## config.mk

```make
export PLATFORM = sky130hd
export DESIGN_NAME = vga_timing_detector
export DESIGN_NICKNAME = d
export VERILOG_FILES = /design/src/rtl/vga_timing_detector.sv
export SDC_FILE = /design/constraint.sdc
export NUM_CORES = 1
export LEC_CHECK = 0
export ABC_AREA = 1
export BUFFER_PORTS_ARGS = -buffer_cell sky130_fd_sc_hd__buf_2
export CAP_MARGIN = 10
export CORE_MARGIN = 3
export CORE_UTILIZATION = 35
export CTS_CLUSTER_DIAMETER = 40
export CTS_CLUSTER_SIZE = 10
export DETAILED_ROUTE_END_ITERATION = 8
export SETUP_SLACK_MARGIN = 0.1
export SYNTH_ARGS = -nofsm -noshare
export SYNTH_HDL_FRONTEND = slang
export SYNTH_SLANG_ARGS = --single-unit
```

## constraint.sdc

```tcl
create_clock -name CLOCK150 -period 3.4 [get_ports CLOCK150]
set_clock_uncertainty 0.2 [all_clocks]
set_input_delay 0.68 -clock CLOCK150 [delete_from_list [all_inputs] [get_ports CLOCK150]]
set_output_delay 0.68 -clock CLOCK150 [all_outputs]
set_load 0.02 [all_outputs]
```

## src/rtl/vga_timing_detector.sv

```systemverilog
// vga_timing_detector
//   Measures the hsync/vsync timing of an incoming video source and reports
//   it once the same frame timing has been seen for LOCK_FRAMES frames in a row.
//
//   Parameters
//     LOCK_FRAMES    consecutive matching frames needed to lock (1..15)
//     HS_ACTIVE_LOW  1: hs is active low
//     VS_ACTIVE_LOW  1: vs is active low
//   Ports
//     CLOCK150       pixel clock (only clock)
//     RESET_N        asynchronous active-low reset
//     hs, vs         raw sync inputs (synchronised internally)
//     h_total        clocks per line of the last accepted frame
//     h_sync         hs-active clocks per line
//     v_total        lines per frame
//     v_sync         lines with vs active
//     x              clocks since the last hs leading edge (saturating)
//     y              lines since the last vs leading edge (saturating)
//     locked         timing has been stable for LOCK_FRAMES frames
//     frame_strobe   one-clock pulse per vs leading edge handled while locked
module vga_timing_detector #(
  parameter int unsigned LOCK_FRAMES   = 3,
  parameter bit          HS_ACTIVE_LOW = 1'b1,
  parameter bit          VS_ACTIVE_LOW = 1'b0
) (
  input  logic        CLOCK150,
  input  logic        RESET_N,
  input  logic        hs,
  input  logic        vs,
  output logic [11:0] h_total,
  output logic [11:0] h_sync,
  output logic [10:0] v_total,
  output logic [10:0] v_sync,
  output logic [11:0] x,
  output logic [10:0] y,
  output logic        locked,
  output logic        frame_strobe
);

  // The idle pin level equals the polarity flag (active-low idles high).
  localparam logic       HS_IDLE = HS_ACTIVE_LOW;
  localparam logic       VS_IDLE = VS_ACTIVE_LOW;
  localparam logic [3:0] LOCK_N  = 4'(LOCK_FRAMES);

  typedef enum logic [1:0] {SEARCH, MEASURE, VERIFY, LOCKED} state_t;

  logic        hs_s1, hs_s2, hs_d;
  logic        vs_s1, vs_s2, vs_d;
  logic [1:0]  warm;
  logic        hs_act, vs_act, hs_edge, vs_edge, sync_ok;

  logic [11:0] hw_cnt, last_period, last_width, first_period;
  logic        first_valid, frame_bad;
  logic [10:0] vcnt;

  logic [11:0] period, cur_period, cur_width;
  logic [10:0] cur_vtot, cur_vsync;
  logic        cur_bad, match, lost;

  state_t      state;
  logic [11:0] ref_period, ref_width;
  logic [10:0] ref_vtot, ref_vsync;
  logic [3:0]  match_cnt, match_next;

  // Edges are qualified only once the edge-detect register holds a sampled
  // pin value, so the reset value of the chain can never look like an edge.
  assign sync_ok = (warm == 2'd3);
  assign hs_act  = hs_s2 ^ HS_ACTIVE_LOW;
  assign vs_act  = vs_s2 ^ VS_ACTIVE_LOW;
  assign hs_edge = sync_ok & hs_act & ~(hs_d ^ HS_ACTIVE_LOW);
  assign vs_edge = sync_ok & vs_act & ~(vs_d ^ VS_ACTIVE_LOW);

  // An hs edge on the same clock as the vs edge belongs to the ending frame,
  // so the frame tuple folds in the values that edge is about to capture.
  assign period     = x + 12'd1;
  assign cur_period = hs_edge ? period : last_period;
  assign cur_width  = hs_edge ? hw_cnt : last_width;
  assign cur_vtot   = y + 11'd1;
  assign cur_vsync  = vcnt + {10'd0, hs_edge & vs_act};
  assign cur_bad    = frame_bad | (hs_edge & first_valid & (period != first_period));
  assign match      = ~cur_bad & (cur_period == ref_period) & (cur_width == ref_width) &
                      (cur_vtot == ref_vtot) & (cur_vsync == ref_vsync);
  assign match_next = match_cnt + 4'd1;
  // A saturated counter that is not being restarted this clock means lost input.
  assign lost       = ((x == '1) & ~hs_edge) | ((y == '1) & ~vs_edge);

  always_ff @(posedge CLOCK150 or negedge RESET_N) begin
    if (!RESET_N) begin
      hs_s1 <= HS_IDLE;
      hs_s2 <= HS_IDLE;
      hs_d  <= HS_IDLE;
      vs_s1 <= VS_IDLE;
      vs_s2 <= VS_IDLE;
      vs_d  <= VS_IDLE;
      warm  <= '0;
    end else begin
      hs_s1 <= hs;
      hs_s2 <= hs_s1;
      hs_d  <= hs_s2;
      vs_s1 <= vs;
      vs_s2 <= vs_s1;
      vs_d  <= vs_s2;
      if (warm != 2'd3) warm <= warm + 2'd1;
    end
  end

  always_ff @(posedge CLOCK150 or negedge RESET_N) begin
    if (!RESET_N) begin
      x            <= '0;
      y            <= '0;
      hw_cnt       <= '0;
      last_period  <= '0;
      last_width   <= '0;
      vcnt         <= '0;
      first_period <= '0;
      first_valid  <= 1'b0;
      frame_bad    <= 1'b0;
    end else begin
      if (hs_edge) begin
        x           <= '0;
        hw_cnt      <= 12'd1;
        last_period <= period;
        last_width  <= hw_cnt;
      end else begin
        if (x != '1) x <= x + 12'd1;
        if (hs_act && hw_cnt != '1) hw_cnt <= hw_cnt + 12'd1;
      end

      if (vs_edge) begin
        y           <= '0;
        vcnt        <= '0;
        first_valid <= 1'b0;
        frame_bad   <= 1'b0;
      end else if (hs_edge) begin
        if (y != '1) y <= y + 11'd1;
        if (vs_act && vcnt != '1) vcnt <= vcnt + 11'd1;
        if (!first_valid) begin
          first_period <= period;
          first_valid  <= 1'b1;
        end else if (period != first_period) begin
          frame_bad <= 1'b1;
        end
      end
    end
  end

  always_ff @(posedge CLOCK150 or negedge RESET_N) begin
    if (!RESET_N) begin
      state        <= SEARCH;
      ref_period   <= '0;
      ref_width    <= '0;
      ref_vtot     <= '0;
      ref_vsync    <= '0;
      match_cnt    <= '0;
      h_total      <= '0;
      h_sync       <= '0;
      v_total      <= '0;
      v_sync       <= '0;
      locked       <= 1'b0;
      frame_strobe <= 1'b0;
    end else begin
      frame_strobe <= 1'b0;
      if (lost) begin
        state  <= SEARCH;
        locked <= 1'b0;
      end else if (vs_edge) begin
        case (state)
          SEARCH: state <= MEASURE;
          MEASURE: begin
            ref_period <= cur_period;
            ref_width  <= cur_width;
            ref_vtot   <= cur_vtot;
            ref_vsync  <= cur_vsync;
            match_cnt  <= '0;
            state      <= VERIFY;
          end
          VERIFY: begin
            if (match) begin
              match_cnt <= match_next;
              if (match_next == LOCK_N) begin
                state        <= LOCKED;
                locked       <= 1'b1;
                frame_strobe <= 1'b1;
                h_total      <= cur_period;
                h_sync       <= cur_width;
                v_total      <= cur_vtot;
                v_sync       <= cur_vsync;
              end
            end else begin
              ref_period <= cur_period;
              ref_width  <= cur_width;
              ref_vtot   <= cur_vtot;
              ref_vsync  <= cur_vsync;
              match_cnt  <= '0;
            end
          end
          LOCKED: begin
            if (match) begin
              frame_strobe <= 1'b1;
              h_total      <= cur_period;
              h_sync       <= cur_width;
              v_total      <= cur_vtot;
              v_sync       <= cur_vsync;
            end else begin
              state      <= VERIFY;
              locked     <= 1'b0;
              ref_period <= cur_period;
              ref_width  <= cur_width;
              ref_vtot   <= cur_vtot;
              ref_vsync  <= cur_vsync;
              match_cnt  <= '0;
            end
          end
          default: state <= SEARCH;
        endcase
      end
    end
  end

endmodule
```

==> impl_metrics.csv, run 1 <==
group,metric,value,unit
synthesis,synth_edf_count,0,
sta,slew_headroom,0.429,
worst_setup_path,worst_path_most_repeated_cell,"nand2_1",
cts,insertion_delay,0.44,ns
floorplanning,ios,75,
status,violations,"setup timing",
worst_setup_path,worstPathArrival,3.65,ns
floorplanning,die_w,173,µm
sta,tightestPinTransition,0.855,ns
cts,clockBufferDepth,2,
cts,htreeDepth,4,
hold_path,hp-class,"input pin to asynchronous set/reset pin",
floorplanning,initial_core_util,0.360,
cts,root_buffer,"clkbuf_16",
sta,hold_viol_final,0,
worst_setup_path,reg2reg_from,"warm[1]",
global_route,grt_max_degree,80,
synthesis,syn_avg_cell_area,7.78,µm²
sta,period_minus_slack,3.48,ns
worst_setup_path,crit_family,"simple AND/OR/NAND/NOR gates",
sta,setup_viol,46,
cts,cts-buffers-inserted,17,
floorplanning,rows,60,
synthesis,synthesis.area,9810,µm²
cells_and_area,finalNetCount,1392,
cts,tritoncts,"done",
sta,clock.fmax,287,MHz
placement,io_buffers,74,
worst_setup_path,cp-start-kind,"register",
synthesis,syn_nets,1274,
cells_and_area,layout.cells.non_filler,1764,
detailed_routing,drcViolationCount,0,
synthesis,async_flop_share,1.00,
sta,finalSetupTns,-2.03,ns
cells_and_area,final_layout_size_suffix_gt1_frac,0.200,
synthesis,synthCells,1261,
global_route,grt_pass1_vias,8399,
placement,place_ws,-0.194,ns
synthesis,ys_ff_latch,192,
sta,final_max_slew_viol_count,0,
cts,clock-sinks,192,
detailed_routing,ant_nets,0,
pwr,leakage,0.00606,µW
global_route,overflow,0,
floorplanning,die-area,30100,µm²
placement,post-dp-hpwl,18400,µm
synthesis,synth_seq_area_share,0.490,
worst_setup_path,crit_start,"warm[1]",
global_route,grt_pass1_wl,45000,µm
detailed_routing,dr.pass1.iters,5,
synthesis,synth_warnings,0,
detailed_routing,first_iter_violations,811,
worst_setup_path,endpoint_kind,"register",
floorplanning,die_h,173,µm
synthesis,synth_flop_cell,"dfrtp_1",
detailed_routing,routed_wl,28400,µm
worst_setup_path,r2r_slack,-0.08,ns
worst_setup_path,slowest_stage,"dfrtp_1",
cts,ctsHoldBuffers,0,
worst_setup_path,required,3.57,ns
sta,worst_slack,-0.0849,ns
pwr,p_per_area,451,nW/µm²
worst_setup_path,path_cells,"ha_2 -> nand2_2 -> nor2_4 -> ha_4 -> buf_4 -> inv_1 -> nor2_4 -> nand2_1 -> nand2_1 -> nand2_1 -> nand2_1 -> nand2_1 -> a21oi_1 -> nand3_1 -> nor2_1 -> nand3_1 -> nor2_2 -> nand3_2 -> nor2_4 -> buf_12 -> buf_8 -> buf_16 -> nand3_2 -> nand2_1",
placement,gp_congestion,0.853,
detailed_routing,wl_per_cell,16.1,µm
worst_setup_path,path_buf_inv,5,
worst_setup_path,cpPeakStageDelay,0.35,ns
worst_setup_path,critPathKind,"register to register",
synthesis,yosys.cell_types.count,38,
cells_and_area,n_antenna_cell,0,
pwr,irDropWorstVdd,337,µV
cts,path_clk_slew,0.07,ns
global_route,grt_use_total,0.185,
status,status,"finished with violations",
detailed_routing,via_count,8769,
sta,timing.hold.ws,0.0866,ns
cells_and_area,syn_to_final_growth,23.8,%
floorplanning,coreArea,27300,µm²
worst_setup_path,crit_fanout,5,
global_route,antenna_found_initial,0,
placement,placedCellCount,1708,
sta,period_share,1.02,
sta,rsz0062_at_grt,"yes",
detailed_routing,avgViaCountPerCell,4.97,
job,max_cap_violations,0,
-- cell type report --
type,instances,area [µm²]
sequential,192,4810
fill,2723,15100
clock inverter,11,85.1
clock buffer,21,440
inverter,128,480
timing repair buffer,136,1220
multi-input combinational,904,4640
tap,372,465
-- what timing repair did --
item,4_1_cts,5_1_grt
setup buffers,5,8
gates resized for setup,48,64
hold endpoints to repair,0,0
pin swaps,43,38
setup endpoints to repair,95,99
gates cloned,6,5
-- through the flow --
step | power (µW) | util | cell area, µm²
after floorplan | 3240 | - | 9810
after global placement | 3550 | 0.398 | 10800
after detailed placement | 3570 | 0.398 | 10800
after CTS | 5460 | 0.429 | 11700
after global routing | 5760 | 0.445 | 12100
final | 5470 | 0.445 | 12100
-- worst paths after layout --
check | end | depth (start not counted)
max | h_total[8] | 24
min | x[2] | 1
max reg2reg | h_total[8] | 24
min reg2reg | vs_act | 0
max in group asynchronous | ref_vsync[9] | 2
min in group CLOCK150 | hs_s1 | 1
-- registers in the layout, summed over array words and instances, names as in the netlist, 2 cells and up --
name and cells:
first_period 12, h_sync 12, h_total 12, hw_cnt 12, last_period 12, last_width 12
ref_period 12, ref_width 12, x 12, ref_vsync 11, ref_vtot 11, v_sync 11
v_total 11, vcnt 11, y 11, match_cnt 4, state 2, warm 2
-- per-layer routing --
layer  global-route usage  wire length, µm  part of all wire
met2                0.295            13000              0.46
met1                0.261            13300              0.47
met3               0.0285             1410             0.050
met5                    0                0                 0
met4               0.0520              629             0.022
-- cells in the mapped netlist, types with 2 or more instances --
library cell	n	area [µm²]
nand2_1	432	1620
dfrtp_1	189	4730
nand3_1	128	641
inv_1	127	477
nor2_1	93	349
o21ai_0	60	300
a21oi_1	34	170
nand3b_1	33	248
nand4_1	18	113
nor3_1	16	80.1
a21oi_2	15	131
buf_6	12	135
clkbuf_1	12	45.0
o21ai_1	12	60.1
buf_4	9	67.6
ha_1	9	113
xor2_1	9	78.8
xnor2_1	8	70.1
o22ai_1	7	43.8
nand2_2	6	37.5
buf_2	5	25.0
dfstp_2	3	78.8
nor2_2	3	18.8
nor4_1	3	18.8
or2_2	3	18.8
a22oi_1	2	15.0
nor3b_1	2	15.0
-- cell families after synthesis --
logic type | synth area share
buf+inv | 0.0768
mux | 0.00115
simple gates | 0.327
flops | 0.490
compound gates | 0.0759
fa+ha+maj | 0.0115
xor+xnor | 0.0175
-- placed cells by master, fill, tap and decap left out, types with 4 or more instances in the layout --
cell	synthesis	final
nand2_1	432	384
dfrtp_1	189	189
inv_1	127	127
nand3_1	128	117
nor2_1	93	82
buf_2	5	73
o21ai_0	60	58
nand2_2	6	43
buf_4	9	35
a21oi_1	34	34
nand3b_1	33	33
clkbuf_16	0	21
nand4_1	18	18
a21oi_2	15	15
nor3_1	16	14
o21ai_1	12	14
buf_12	0	14
nand3_2	1	11
nand2_4	0	10
nor2_2	3	9
xnor2_1	8	8
xor2_1	9	7
nor2_4	1	7
o22ai_1	7	7
ha_1	9	5
buf_16	0	5
clkbuf_1	12	4
-- where the power goes --
group,total [µW],switching [µW],internal [µW]
clock,1870,920,945
combinational,1030,687,342
sequential,2580,129,2450
total,5470,1740,3730
Power figures use the tool's default switching activity.
==> run 2, diff against run 1 <==
- CORE_MARGIN: 3 -> 2
==> run 2 against run 1 <==
Net effect: the run now ends clean; wire length is essentially flat; global-route usage decreased by 0.34 points; die area decreased by 2.3%; setup slack better by 0.15 ns; maximum frequency rose by 4.4%; clock-buffer cell count shrank 3; critical path type unchanged; largest cell class unchanged.
==> impl_metrics.csv, run 2 (synthesized netlist as in run 1, its figures left out) <==
group,metric,value,unit
cells_and_area,register_area,4810,µm²
detailed_routing,wl_per_cell,15.9,µm
worst_setup_path,worst_path_most_repeated_cell,"nand2_1",
global_route,grt_use_total,0.181,
worst_setup_path,critPathKind,"register to register",
detailed_routing,drcViolationCount,0,
pwr,p_seq_frac,0.453,
worst_setup_path,path_buf_inv,3,
detailed_routing,ant_nets,0,
placement,gp_congestion,0.851,
cells_and_area,mostFrequentLayoutCell,"nand2_1",
cells_and_area,fillers,2678,
pwr,leakage,0.00618,µW
worst_setup_path,slowest_stage,"dfrtp_2",
cts,tritoncts,"done",
floorplanning,initial_core_util,0.354,
cells_and_area,final_cell_mix,"nand2_1 (390), dfrtp_1 (188), inv_1 (125)",
detailed_routing,dr.pass1.iters,6,
worst_setup_path,required,3.57,ns
floorplanning,die-area,29400,µm²
floorplanning,die_h,171,µm
worst_setup_path,crit_family,"simple AND/OR/NAND/NOR gates",
cts,insertion_delay,0.44,ns
sta,slew_headroom,0.525,
placement,io_buffers,74,
cells_and_area,stdcell_area,12300,µm²
sta,period_minus_slack,3.34,ns
sta,period_share,0.982,
cells_and_area,n_antenna_cell,0,
worst_setup_path,path_cells,"ha_2 -> nand2_1 -> nor2_1 -> nand2_1 -> inv_1 -> nand2_1 -> nand3_1 -> nand2_1 -> nand2_1 -> nand2_1 -> nor2_1 -> nand3_1 -> nor2_2 -> nand3_2 -> o21ai_4 -> clkbuf_16 -> buf_12 -> nor2_4 -> a21oi_2",
cells_and_area,syn_to_final_growth,25.8,%
sta,timing.hold.ws,0.00411,ns
detailed_routing,first_iter_violations,833,
detailed_routing,avgViaCountPerCell,4.88,
worst_setup_path,cpPeakStageDelay,0.43,ns
pwr,internal_power,3880,µW
global_route,grt_pass1_vias,8079,
cells_and_area,multi_input_area,4600,µm²
global_route,antenna_found_initial,0,
worst_setup_path,endpoint_kind,"register",
pwr,combPwrFrac,0.189,
pwr,p_sw,1820,µW
cts,root_buffer,"clkbuf_16",
cells_and_area,finalNetCount,1407,
worst_setup_path,worstPathArrival,3.51,ns
cts,path_clk_slew,0.07,ns
pwr,irDropWorstVdd,298,µV
pwr,p_per_area,462,nW/µm²
status,status,"finished clean",
floorplanning,die_w,171,µm
sta,hold_viol_final,0,
placement,post-dp-hpwl,18400,µm
worst_setup_path,crit_fanout,8,
worst_setup_path,cp-start-kind,"register",
cts,cts-buffers-inserted,17,
floorplanning,rows,61,
global_route,grt_max_degree,59,
cts,clockBufferDepth,2,
cts,htreeDepth,4,
job,max_cap_violations,0,
sta,final_max_slew_viol_count,0,
sta,tightestPinTransition,0.711,ns
hold_path,hp-class,"input pin to asynchronous set/reset pin",
detailed_routing,routed_wl,28400,µm
pwr,p_clk_frac,0.359,
floorplanning,ios,75,
sta,rsz0062_at_grt,"yes",
detailed_routing,via_count,8711,
global_route,grt_pass1_wl,41800,µm
pwr,swShare,0.319,
sta,setup_viol,0,
cells_and_area,final_layout_size_suffix_gt1_frac,0.217,
global_route,overflow,0,
cts,clock-sinks,192,
floorplanning,coreArea,27700,µm²
sta,clock.fmax,300,MHz
placement,place_area,10800,µm²
[run 2: changes by cell type in the layout (fill, tap and decap cells not counted), moves of 4 or more]
cell	delta
o21ai_2	+4
o21ai_1	+10
buf_12	-4
nor2_1	-13
nor2_2	+9
clkbuf_1	-4
nand3_2	-7
inv_8	+4
nand3_1	+7
o21ai_0	-14
clkbuf_16	+8
buf_4	+13
nand2_1	+6
nand2_4	-7
[run 2: per-layer routing]
layer	part of all wire	vias to the layer above	global-route usage
met3	0.040	27	0.0352
met5	0	-	0
met4	0.013	0	0.0398
met2	0.46	179	0.286
met1	0.48	4172	0.258
li1	-	4333	-
[run 2: per-stage QoR]
step	TNS, ns	cells	setup WS (ns)	utilization	total power, µW
after global routing	-10.24	1785	-0.164	0.445	5990
after detailed placement	-11.14	1714	-0.159	0.391	3580
final	0	1785	0.0613	0.445	5700
after CTS	0	1762	0.0640	0.420	5640
after global placement	-2.46	1714	-0.0549	0.391	3560
after floorplan	0	1261	0.222	-	3240
[run 2: what timing repair did]
action,4_1_cts,5_1_grt
resized for setup,18,105
endpoints found under the setup margin,99,102
hold buffers,0,0
buffers inserted,15,8
gates cloned,1,15
pin swaps,4,20
[run 2: worst register-to-register path: cells and delay by family (launching register included)]
kind | cells | cell delay [ns]
AND/OR/NAND/NOR | 13 | 1.56
buffers and inverters | 3 | 0.47
flip-flops | 1 | 0.43
AO/OA/AOI/OAI | 2 | 0.36
adder cells (fa/ha/maj) | 1 | 0.25
[run 2: cell type report]
type	instances	share of cell area
flip-flops and latches	192	0.390
inverters	128	0.0393
clock buffers	18	0.0356
repair buffers	152	0.112
well taps	378	0.0383
clock inverters	14	0.0119
multi-input cells	903	0.373
[run 2: worst paths after layout]
kind	endpoint	cells past startpoint	slack, ns	from
setup / recovery	ref_period[7]	19	0.06	x[1]
hold / removal	first_period[6]	1	0.004	RESET_N
setup reg to reg	ref_period[7]	19	0.06	x[1]
hold reg to reg	hs_s2	0	0.18	hs_s1
max in group asynchronous	vcnt[8]	2	2.18	RESET_N
min in group CLOCK150	hs_s1	1	0.14	hs
[run 2: power groups by stage]
stage	Clock [µW]	Combinational, µW	Sequential (µW)
floorplan	0	612	2630
global placement	0	950	2610
detailed placement	0	961	2620
CTS	2080	983	2570
global route	2190	1210	2600
finish	2040	1070	2580
